### src/rtl/div_iter_pkg.sv
// Shared types for the iterative divider: op encodings, FSM states and op decode helpers.
package div_iter_pkg;

  typedef enum logic [1:0] {
    OP_DIV  = 2'b00,
    OP_DIVU = 2'b01,
    OP_REM  = 2'b10,
    OP_REMU = 2'b11
  } op_e;

  typedef enum logic [1:0] {
    IDLE = 2'b00,
    CALC = 2'b01,
    FIX  = 2'b10,
    DONE = 2'b11
  } state_e;

  function automatic logic op_is_signed(input logic [1:0] op);
    return !op[0];
  endfunction

  function automatic logic op_is_rem(input logic [1:0] op);
    return op[1];
  endfunction

endpackage

### src/rtl/div_iter_cla.sv
// Carry-lookahead adders used by the divider: cla_adder_ci exposes carry-in,
// cla_adder is the same adder with carry-in tied low.
module cla_adder_ci #(
  parameter int    W  = 32,
  parameter string ST = "hybird"
) (
  input  logic [W-1:0] a,
  input  logic [W-1:0] b,
  input  logic         ci,
  output logic [W-1:0] sum
);

  if (ST == "BK") begin : g_bk
    // Brent-Kung prefix over the low W-1 bits; those are the only carries the sum needs.
    localparam int N1  = W - 1;
    localparam int TOP = (N1 > 1) ? (1 << ($clog2(N1) - 1)) : 1;

    always_comb begin : prefix
      logic [W-1:0]  pr;
      logic [N1-1:0] gg;
      logic [N1-1:0] pp;
      logic [W-1:0]  c;
      pr = a ^ b;
      gg = a[N1-1:0] & b[N1-1:0];
      pp = pr[N1-1:0];
      for (int d = 1; d < N1; d = d * 2) begin
        for (int i = 2 * d - 1; i < N1; i = i + 2 * d) begin
          gg[i] = gg[i] | (pp[i] & gg[i-d]);
          pp[i] = pp[i] & pp[i-d];
        end
      end
      for (int d = TOP; d >= 1; d = d / 2) begin
        for (int i = 3 * d - 1; i < N1; i = i + 2 * d) begin
          gg[i] = gg[i] | (pp[i] & gg[i-d]);
          pp[i] = pp[i] & pp[i-d];
        end
      end
      c   = {gg | (pp & {N1{ci}}), ci};
      sum = pr ^ c;
    end
  end else begin : g_hybird
    // 4-bit lookahead groups; group carries ripple from one group to the next.
    always_comb begin : lookahead
      logic [W-1:0] g;
      logic [W-1:0] p;
      logic [W-1:0] c;
      logic         gacc;
      logic         pacc;
      logic         cin_grp;
      logic         carry;
      g       = a & b;
      p       = a ^ b;
      c       = '0;
      c[0]    = ci;
      gacc    = 1'b0;
      pacc    = 1'b1;
      cin_grp = ci;
      carry   = ci;
      for (int j = 0; j < W; j++) begin
        if (j % 4 == 0) begin
          cin_grp = c[j];
          gacc    = 1'b0;
          pacc    = 1'b1;
        end
        gacc  = g[j] | (p[j] & gacc);
        pacc  = pacc & p[j];
        carry = gacc | (pacc & cin_grp);
        if (j + 1 < W) c[j+1] = carry;
      end
      sum = p ^ c;
    end
  end

endmodule

module cla_adder #(
  parameter int    W  = 32,
  parameter string ST = "hybird"
) (
  input  logic [W-1:0] a,
  input  logic [W-1:0] b,
  output logic [W-1:0] sum
);

  cla_adder_ci #(.W(W), .ST(ST)) u_add (
    .a  (a),
    .b  (b),
    .ci (1'b0),
    .sum(sum)
  );

endmodule

### src/rtl/div_iter.sv
// Iterative radix-2 restoring divider for DIV/DIVU/REM/REMU: one quotient bit per
// cycle, sign fix-up afterwards, result held under a valid/ready handshake.
module div_iter
  import div_iter_pkg::*;
#(
  parameter int    NUM = 32,
  parameter string ST  = "hybird"
) (
  input  logic           clk,
  input  logic           rst_n,
  input  logic           in_valid,
  output logic           in_ready,
  input  logic [1:0]     op,
  input  logic [NUM-1:0] a,
  input  logic [NUM-1:0] b,
  input  logic           flush,
  output logic           out_valid,
  input  logic           out_ready,
  output logic [NUM-1:0] result
);

  localparam int             CW       = $clog2(NUM) + 1;
  localparam logic [NUM-1:0] ALL_ONES = '1;
  localparam logic [NUM-1:0] MIN_INT  = {1'b1, {(NUM-1){1'b0}}};
  localparam logic [CW-1:0]  ITERS    = CW'(NUM);

  state_e         state_q, state_d;
  logic           rem_op_q, rem_op_d;
  logic           a_neg_q, a_neg_d;
  logic           q_neg_q, q_neg_d;
  logic [NUM-1:0] rem_q, rem_d;
  logic [NUM-1:0] quo_q, quo_d;
  logic [NUM:0]   divn_q, divn_d;
  logic [CW-1:0]  cnt_q, cnt_d;
  logic [NUM-1:0] result_q, result_d;
  logic           in_ready_q, in_ready_d;
  logic           out_valid_q, out_valid_d;

  logic           accept;
  logic           sgn;
  logic [NUM:0]   trial;
  logic [NUM:0]   divb_sum;
  logic [NUM-1:0] neg_in;
  logic [NUM-1:0] neg_sum;
  logic [NUM-1:0] fix_val;
  logic           fix_neg;

  assign accept  = in_valid && in_ready_q && !flush;
  assign sgn     = op_is_signed(op);
  assign fix_val = rem_op_q ? rem_q : quo_q;
  assign fix_neg = rem_op_q ? a_neg_q : q_neg_q;
  // One negator serves both the dividend on entry and the result in FIX.
  assign neg_in  = (state_q == FIX) ? ~fix_val : ~a;

  cla_adder #(.W(NUM + 1), .ST(ST)) u_trial (
    .a  ({rem_q, quo_q[NUM-1]}),
    .b  (divn_q),
    .sum(trial)
  );

  cla_adder_ci #(.W(NUM), .ST(ST)) u_neg (
    .a  (neg_in),
    .b  ('0),
    .ci (1'b1),
    .sum(neg_sum)
  );

  cla_adder_ci #(.W(NUM + 1), .ST(ST)) u_divneg (
    .a  (~{1'b0, b}),
    .b  ('0),
    .ci (1'b1),
    .sum(divb_sum)
  );

  always_comb begin
    state_d  = state_q;
    rem_op_d = rem_op_q;
    a_neg_d  = a_neg_q;
    q_neg_d  = q_neg_q;
    rem_d    = rem_q;
    quo_d    = quo_q;
    divn_d   = divn_q;
    cnt_d    = cnt_q;
    result_d = result_q;

    unique case (state_q)
      IDLE: begin
        if (accept) begin
          rem_op_d = op_is_rem(op);
          a_neg_d  = sgn && a[NUM-1];
          q_neg_d  = sgn && (a[NUM-1] ^ b[NUM-1]);
          rem_d    = '0;
          quo_d    = (sgn && a[NUM-1]) ? neg_sum : a;
          // A negative signed divisor sign-extended is already -|b| in NUM+1 bits.
          divn_d   = (sgn && b[NUM-1]) ? {1'b1, b} : divb_sum;
          cnt_d    = ITERS;
          if (b == '0) begin
            state_d  = DONE;
            result_d = op_is_rem(op) ? a : ALL_ONES;
          end else if (sgn && (a == MIN_INT) && (b == ALL_ONES)) begin
            state_d  = DONE;
            result_d = op_is_rem(op) ? '0 : MIN_INT;
          end else begin
            state_d = CALC;
          end
        end
      end
      CALC: begin
        if (!trial[NUM]) begin
          rem_d = trial[NUM-1:0];
          quo_d = {quo_q[NUM-2:0], 1'b1};
        end else begin
          rem_d = {rem_q[NUM-2:0], quo_q[NUM-1]};
          quo_d = {quo_q[NUM-2:0], 1'b0};
        end
        cnt_d = cnt_q - CW'(1);
        if (cnt_q == CW'(1)) state_d = FIX;
      end
      FIX: begin
        result_d = fix_neg ? neg_sum : fix_val;
        state_d  = DONE;
      end
      DONE: begin
        if (out_ready) state_d = IDLE;
      end
      default: state_d = IDLE;
    endcase

    if (flush) begin
      state_d  = IDLE;
      result_d = result_q;
    end

    in_ready_d  = (state_d == IDLE);
    out_valid_d = (state_d == DONE);
  end

  always_ff @(posedge clk or negedge rst_n) begin
    if (!rst_n) begin
      state_q     <= IDLE;
      rem_op_q    <= 1'b0;
      a_neg_q     <= 1'b0;
      q_neg_q     <= 1'b0;
      rem_q       <= '0;
      quo_q       <= '0;
      divn_q      <= '0;
      cnt_q       <= '0;
      result_q    <= '0;
      in_ready_q  <= 1'b1;
      out_valid_q <= 1'b0;
    end else begin
      state_q     <= state_d;
      rem_op_q    <= rem_op_d;
      a_neg_q     <= a_neg_d;
      q_neg_q     <= q_neg_d;
      rem_q       <= rem_d;
      quo_q       <= quo_d;
      divn_q      <= divn_d;
      cnt_q       <= cnt_d;
      result_q    <= result_d;
      in_ready_q  <= in_ready_d;
      out_valid_q <= out_valid_d;
    end
  end

  assign in_ready  = in_ready_q;
  assign out_valid = out_valid_q;
  assign result    = result_q;

endmodule

### config.mk
export PLATFORM = sky130hd
export DESIGN_NAME = div_iter
export DESIGN_NICKNAME = d
export VERILOG_FILES = /design/src/rtl/div_iter_pkg.sv /design/src/rtl/div_iter_cla.sv /design/src/rtl/div_iter.sv
export SDC_FILE = /design/constraint.sdc
export NUM_CORES = 1
export LEC_CHECK = 0
export CORE_MARGIN = 2
export CORE_UTILIZATION = 63
export CTS_CLUSTER_DIAMETER = 40
export DETAILED_ROUTE_END_ITERATION = 7
export PLACE_DENSITY = 0.87
export SLEW_MARGIN = 40
export SYNTH_ARGS = -nofsm -noshare
export SYNTH_HDL_FRONTEND = slang
export SYNTH_SLANG_ARGS = --single-unit
### constraint.sdc
create_clock -name clk -period 9.95 [get_ports clk]
set_input_delay 1.99 -clock clk [delete_from_list [all_inputs] [get_ports clk]]
set_output_delay 1.99 -clock clk [all_outputs]
set_load 0.01 [all_outputs]
Yosys cells after proc, flatten, opt, wreduce, memory -nomap -nowiden
Cells that the tools add are included.
W data, S select, Z words.
{"block": "classes", "n_reduce_logical": 17, "multipliers": 0, "shift": 0, "magnitude_cmp": 0, "n_mux": 27, "add_sub_neg": 1, "n_eq_ne": 9, "div": 0, "bitwise": 237}
{"operator": "$mux W32", "n": 12}
{"operator": "$pmux W32 S2", "n": 3}
{"operator": "$and A1 B1 Y1", "n": 175}
{"operator": "$xor A33 B33 Y33", "n": 3}
{"operator": "$eq A32 B32 Y1 const B", "n": 2}
{"operator": "$not A32 Y32", "n": 2}
{"operator": "$or A1 B1 Y1", "n": 52}
{"operator": "$mux W33", "n": 1}
{"operator": "$not A32 Y33", "n": 1}
{"operator": "$and A32 B32 Y32", "n": 1}
{"operator": "$logic_not A32 Y1", "n": 1}
{"operator": "$xor A32 B32 Y32", "n": 1}
{"operator": "$mux W2", "n": 6}
{"operator": "$pmux W6 S2", "n": 1}
{"operator": "$pmux W2 S4", "n": 1}
{"operator": "$logic_and A1 B1 Y1", "n": 7}
{"operator": "$eq A2 B2 Y1 const B", "n": 3}
{"operator": "$eq A6 B1 Y1 const B", "n": 1}
{"operator": "$mux W6", "n": 1}
{"operator": "$sub A6 B1 Y6 const B", "n": 1}
{"operator": "$logic_not A2 Y1", "n": 2}
{"operator": "$reduce_and A2 Y1", "n": 2}
{"operator": "$reduce_and A4 Y1", "n": 1}
{"operator": "$reduce_bool A2 Y1", "n": 2}
{"operator": "other kinds (7)", "n": 9}
{"block": "totals", "regBits": 142, "out_inout_bits": 34, "romBits": 0, "in_bits": 71, "mem_bits_rw": 0, "n_memories": 0, "latch_bits": 0}

Logic depth before layout (Yosys ltp)
{"block": "logic_depth", "word_depth": 24, "mapped_depth": 19}

Cells and area by module
Synthesis repeated with hierarchy kept, for this count alone.
{"block": "unflattened", "cells_unflattened": 1510, "hier_area_um2": 12612.1}
{"module": "div_iter", "instances": 1, "seq_area_each_um2": 3554.7, "cells_per_inst": 987, "area_per_inst_um2": 8341.8}
{"module": "cla_adder_ci at u_divneg", "instances": 1, "seq_area_each_um2": 0.0, "cells_per_inst": 178, "area_per_inst_um2": 1446.4}
{"module": "cla_adder_ci at u_trial.u_add", "instances": 1, "seq_area_each_um2": 0.0, "cells_per_inst": 175, "area_per_inst_um2": 1446.4}
{"module": "cla_adder_ci at u_neg", "instances": 1, "seq_area_each_um2": 0.0, "cells_per_inst": 169, "area_per_inst_um2": 1373.8}
{"module": "cla_adder", "instances": 1, "seq_area_each_um2": 0.0, "cells_per_inst": 1, "area_per_inst_um2": 3.8}

Worst setup path after synthesis
OpenSTA, ideal clock, no wires.
{"block": "synth_path", "path_kind": "in2reg", "from": "input port a[0]", "to": "register result_q[20], in the netlist result[20]", "cell_stages": 13, "slack_ps": 5500, "arrival_ps": 4331, "path_cell_list": "a21oi_1 > ha_1 > ha_1 > ha_1 > nand4_4 > nor4_4 > nand2_1 > or2_1 > nor2_1 > ha_1 > mux2i_1 > o211ai_1 > o21a_1"}
{"block": "synth_between", "elab_chain_cells": 12}
{"item": "from (decl)", "line_no": "div_iter.sv:14", "rtl": "input logic [NUM-1:0] a,"}
{"item": "$not A32 Y32", "line_no": "div_iter.sv:53", "rtl": "assign neg_in = (state_q == FIX) ? ~fix_val : ~a;"}
{"item": "$mux W32", "line_no": "div_iter.sv:53"}
{"item": "$and A1 B1 Y1 (3 in a row)", "line_no": "div_iter_cla.sv:66", "rtl": "pacc = pacc & p[j];"}
{"item": "$and A1 B1 Y1 (4 in a row)", "line_no": "div_iter_cla.sv:67", "rtl": "carry = gacc | (pacc & cin_grp);"}
{"item": "$xor A32 B32 Y32", "line_no": "div_iter_cla.sv:70", "rtl": "sum = p ^ c;"}
{"item": "$mux W32", "line_no": "div_iter.sv:120", "rtl": "result_d = fix_neg ? neg_sum : fix_val;"}
{"item": "$pmux W32 S2", "line_no": "div_iter.sv:86", "rtl": "unique case (state_q)"}
{"item": "to (signal assigned)", "line_no": "div_iter.sv:160", "rtl": "result_q <= result_d;"}
{"item": "to (decl)", "line_no": "div_iter.sv:35", "rtl": "logic [NUM-1:0] result_q, result_d;"}
Parallel ways exist; a longest one is shown, timed or not.
A chain may end at the register's enable or synchronous reset.

Worst setup path in the final report
{"block": "layout_path", "from": "input port a[12]", "to": "register result_q[26], in the netlist result[26]"}
The elaborated chain is that of the path after synthesis.

==> metrics.md <==
| Metric | Value |
|---|---|
| Layout area overhead | `16.5%` |
| Filler cells | `1151` |
| Dpl cells | `1432` |
| Post-synth EDFFs | `0` |
| Placed Area | `0.0113 mm2` |
| Logic pwr share | `0.409` |
| IO Pins | `105` |
| Setup Skew | `0.00702 ns` |
| Max_cap viols | `0` |
| Max-slew violations | `0` |
| Post-synthesis async set-or-reset flop share | `1.00` |
| Syn nets | `roughly 1300` |
| Post-Route Setup TNS | `0 ns` |
| Clock slew at reported path FFs | `0.06 ns` |
| CTS Hold Bufs | `0` |
| Dpl hpwl | `20000 um` |
| Final Hold Fails | `0` |
| Vias post-DR | `9616` |
| Status | `finished clean` |
| Switching Share | `0.394` |
| Vias in the first global route | `approximately 9000` |
| Critical path type | `in2reg` |
| Max clock buf depth | `2` |
| Hold WC Path Type | `reg2reg` |
| Drt total wl | `28600 um` |
| Total clock sinks | `between 100 and 150` |
| P_leak | `5.07 nW` |
| RSZ-0062 raised after global routing | `no` |
| Vias per inst | `6.57` |
| Ys Warns | `0` |
| Area of the multi-input gates | `0.00623 mm2` |
| Post-synth top flop | `dfrtp_1` |
| Final Non-Filler Cells | `1464` |
| Gate Count Post-Synth | `1172` |
| Crit end category | `flip-flop` |
| Worst ir drop on vdd | `0.000148 V` |
| Root buf cell | `clkbuf_16` |
| GPL Wtd Cong | `about 0.93` |
| Worst reg-to-reg setup slack | `4.98 ns` |
| First-pass GRT wire length | `47100 um` |
| Slew @ Worst Pin | `0.846 ns` |
| Setup bufs post-CTS | `0` |
| Seq pwr share | `0.368` |
| Worst setup SP type | `primary input` |
| Power Internal | `1.58 mW` |
| Final net count | `around 1400` |
| Pin count of the biggest net entering global routing | `82` |
| Syn_area_per_cell | `between 8 and 9 um2` |
| ANT nets after route | `0` |
| CTS tree | `built` |
| GRT Resource Usage Total | `0.339` |
| Fin crit period | `5.09 ns` |
| Max Fanout on Critical Path | `65` |
| CTS buffer count | `17` |
| # port buffers | `104` |
| # diodes | `0` |
| Yosys reg bits | `142` |
| 1st-iter DRT viols | `1222` |
| Clk_lat worst skew | `0.44 ns` |
| Pwr Total | `2.61 mW` |
| Post-synth cell types | `72` |
| Remaining global-route overflow | `0` |
| DRC errors left | `0` |
| 1st-pass router iterations | `6` |
| Slew headroom | `0.436` |
| Fraction of final layout cells sized beyond drive strength 1 | `0.0761` |
| Sw Pwr | `1.03 mW` |
| Die area | `0.0172 mm2` |
| H-tree depth | `4` |
| Resize count post-CTS | `0` |
| Synthesized cell area | `between 0.01 and 0.015 mm2` |
| CORE AREA | `0.0158 mm2` |
| R2r worst-path depth | `14` |
| Average wire per standard cell | `19.5 um` |
| Final setup fails | `0` |
| Crit path DAT | `between 5 and 6 ns` |
| F_max | `197 MHz` |
| Final instance area | `between 0.01 and 0.015 mm2` |
| Fin crit share | `0.511` |
| Reg area | `0.00355 mm2` |
| Finished Core Util | `0.749` |
| Clock Power Share | `0.222` |
| Number of core rows | `46` |
| Initial Utilization | `0.643` |
| Die span in y | `131 um` |
| Part of the Yosys area used for sequential elements | `0.349` |
| Antenna violations before repair | `0` |
| Worst Hold Depth | `1` |
| Pwr dens | `~220 mW/mm2` |
| Worst EP required | `~10 ns` |
| Die Span X | `131 um` |
cells in the mapped netlist, types with 6 or more instances:
library cell,n,area (um2)
a21o_1,13,97.6
a21oi_1,62,310
a221o_1,6,60.1
a22o_1,20,175
a22oi_1,20,150
a31oi_1,28,175
buf_1,6,22.5
buf_2,8,40.0
clkbuf_1,55,206
dfrtp_1,141,3530
fa_1,10,200
ha_1,52,651
inv_1,33,124
mux2_2,13,146
mux2i_1,39,390
nand2_1,160,601
nand2b_1,14,87.6
nand3_1,25,125
nand4_1,24,150
nor2_1,91,342
nor2b_1,8,50.1
nor3_1,17,85.1
nor4_1,11,68.8
o211ai_1,42,315
o21a_1,13,97.6
o21ai_0,101,505
o311ai_0,10,87.6
o31ai_1,6,45.0
xnor2_1,37,324
xor2_1,33,289
critical path: stages:
cell and delay (ns):
clkdlybuf4s50_1 0.52, or4_1 0.66, nor4_1 0.58, nand3_1 0.15, a21oi_1 0.20, o21bai_1 0.16
nor2_4 0.11, buf_4 0.49, nand2_1 0.22, o221a_1 0.27
through the flow:
stage                     hold slack (ns)  setup WS (ns)
after detailed placement            0.477           4.50
after floorplan                     0.446           5.50
after global placement              0.465           4.46
after global routing                0.506           4.71
final                               0.485           4.86
after CTS                           0.485           4.81
layout make-up:
cell class / instances / area share
inverter: 33 / 0.0104
clock inverter: 6 / 0.00295
multi-input combinational: 923 / 0.526
sequential: 142 / 0.300
tap: 216 / 0.0228
timing repair buffer: 118 / 0.0971
clock buffer: 26 / 0.0413
routing by layer:
metal / vias to the layer above / wire, um / global-route usage
met4: 0 / 815 / 0.142
met3: 67 / 2630 / 0.0521
met5: - / 0 / 0
met1: 4620 / 12100 / 0.472
met2: 542 / 13000 / 0.531
li1: 4387 / - / -
power by group through the flow:
stage	registers [mW]	clock network [mW]	logic (mW)
global placement	0.951	0	1.00
global route	0.982	0.606	1.18
CTS	0.952	0.582	1.06
detailed placement	0.960	0	1.04
floorplan	0.905	0	0.744
finish	0.963	0.581	1.07
state kept, by name, indices dropped and copies added, names as in the netlist, 2 cells and up:
signal / flops
cnt_q: 6
divn_q: 33
quo_q: 32
rem_q: 32
result: 32
state_q: 2
cells in the final DEF, fill, tap and decap left out, types with 10 or more instances in the layout:
| cell type | netlist | routed |
|---|---|---|
| a21o_1 | 13 | 13 |
| a21oi_1 | 62 | 62 |
| a22o_1 | 20 | 20 |
| a22oi_1 | 20 | 20 |
| a31oi_1 | 28 | 28 |
| buf_4 | 0 | 13 |
| clkbuf_16 | 0 | 17 |
| clkdlybuf4s50_1 | 0 | 103 |
| dfrtp_1 | 141 | 141 |
| fa_1 | 10 | 10 |
| ha_1 | 52 | 52 |
| inv_1 | 33 | 32 |
| mux2_2 | 13 | 13 |
| mux2i_1 | 39 | 38 |
| nand2_1 | 160 | 160 |
| nand2b_1 | 14 | 13 |
| nand3_1 | 25 | 24 |
| nand4_1 | 24 | 24 |
| nor2_1 | 91 | 87 |
| nor3_1 | 17 | 16 |
| nor4_1 | 11 | 11 |
| o211ai_1 | 42 | 42 |
| o21a_1 | 13 | 13 |
| o21ai_0 | 101 | 101 |
| o311ai_0 | 10 | 10 |
| xnor2_1 | 37 | 37 |
| xor2_1 | 33 | 33 |
logic make-up after synthesis:
logic type | after synthesis | share of synthesized area
adders and majority gates | 62 | 0.0835
DFF | 142 | 0.349
and+or+nand+nor | 391 | 0.184
muxes | 60 | 0.0636
xor gates and xnor gates | 70 | 0.0602
AOI/OAI and AO/OA | 340 | 0.216
buffers and inverters | 107 | 0.0441
final timing paths:
check / startpoint / endpoint
hold / removal: result[11] / result[11]
setup / recovery: a[12] / result[26]
hold reg to reg: result[11] / result[11]
setup reg to reg: quo_q[31] / rem_q[1]
max in group asynchronous: rst_n / divn_q[18]
min in group asynchronous: rst_n / result[3]
Note: power is estimated with default switching activity, not from simulation.
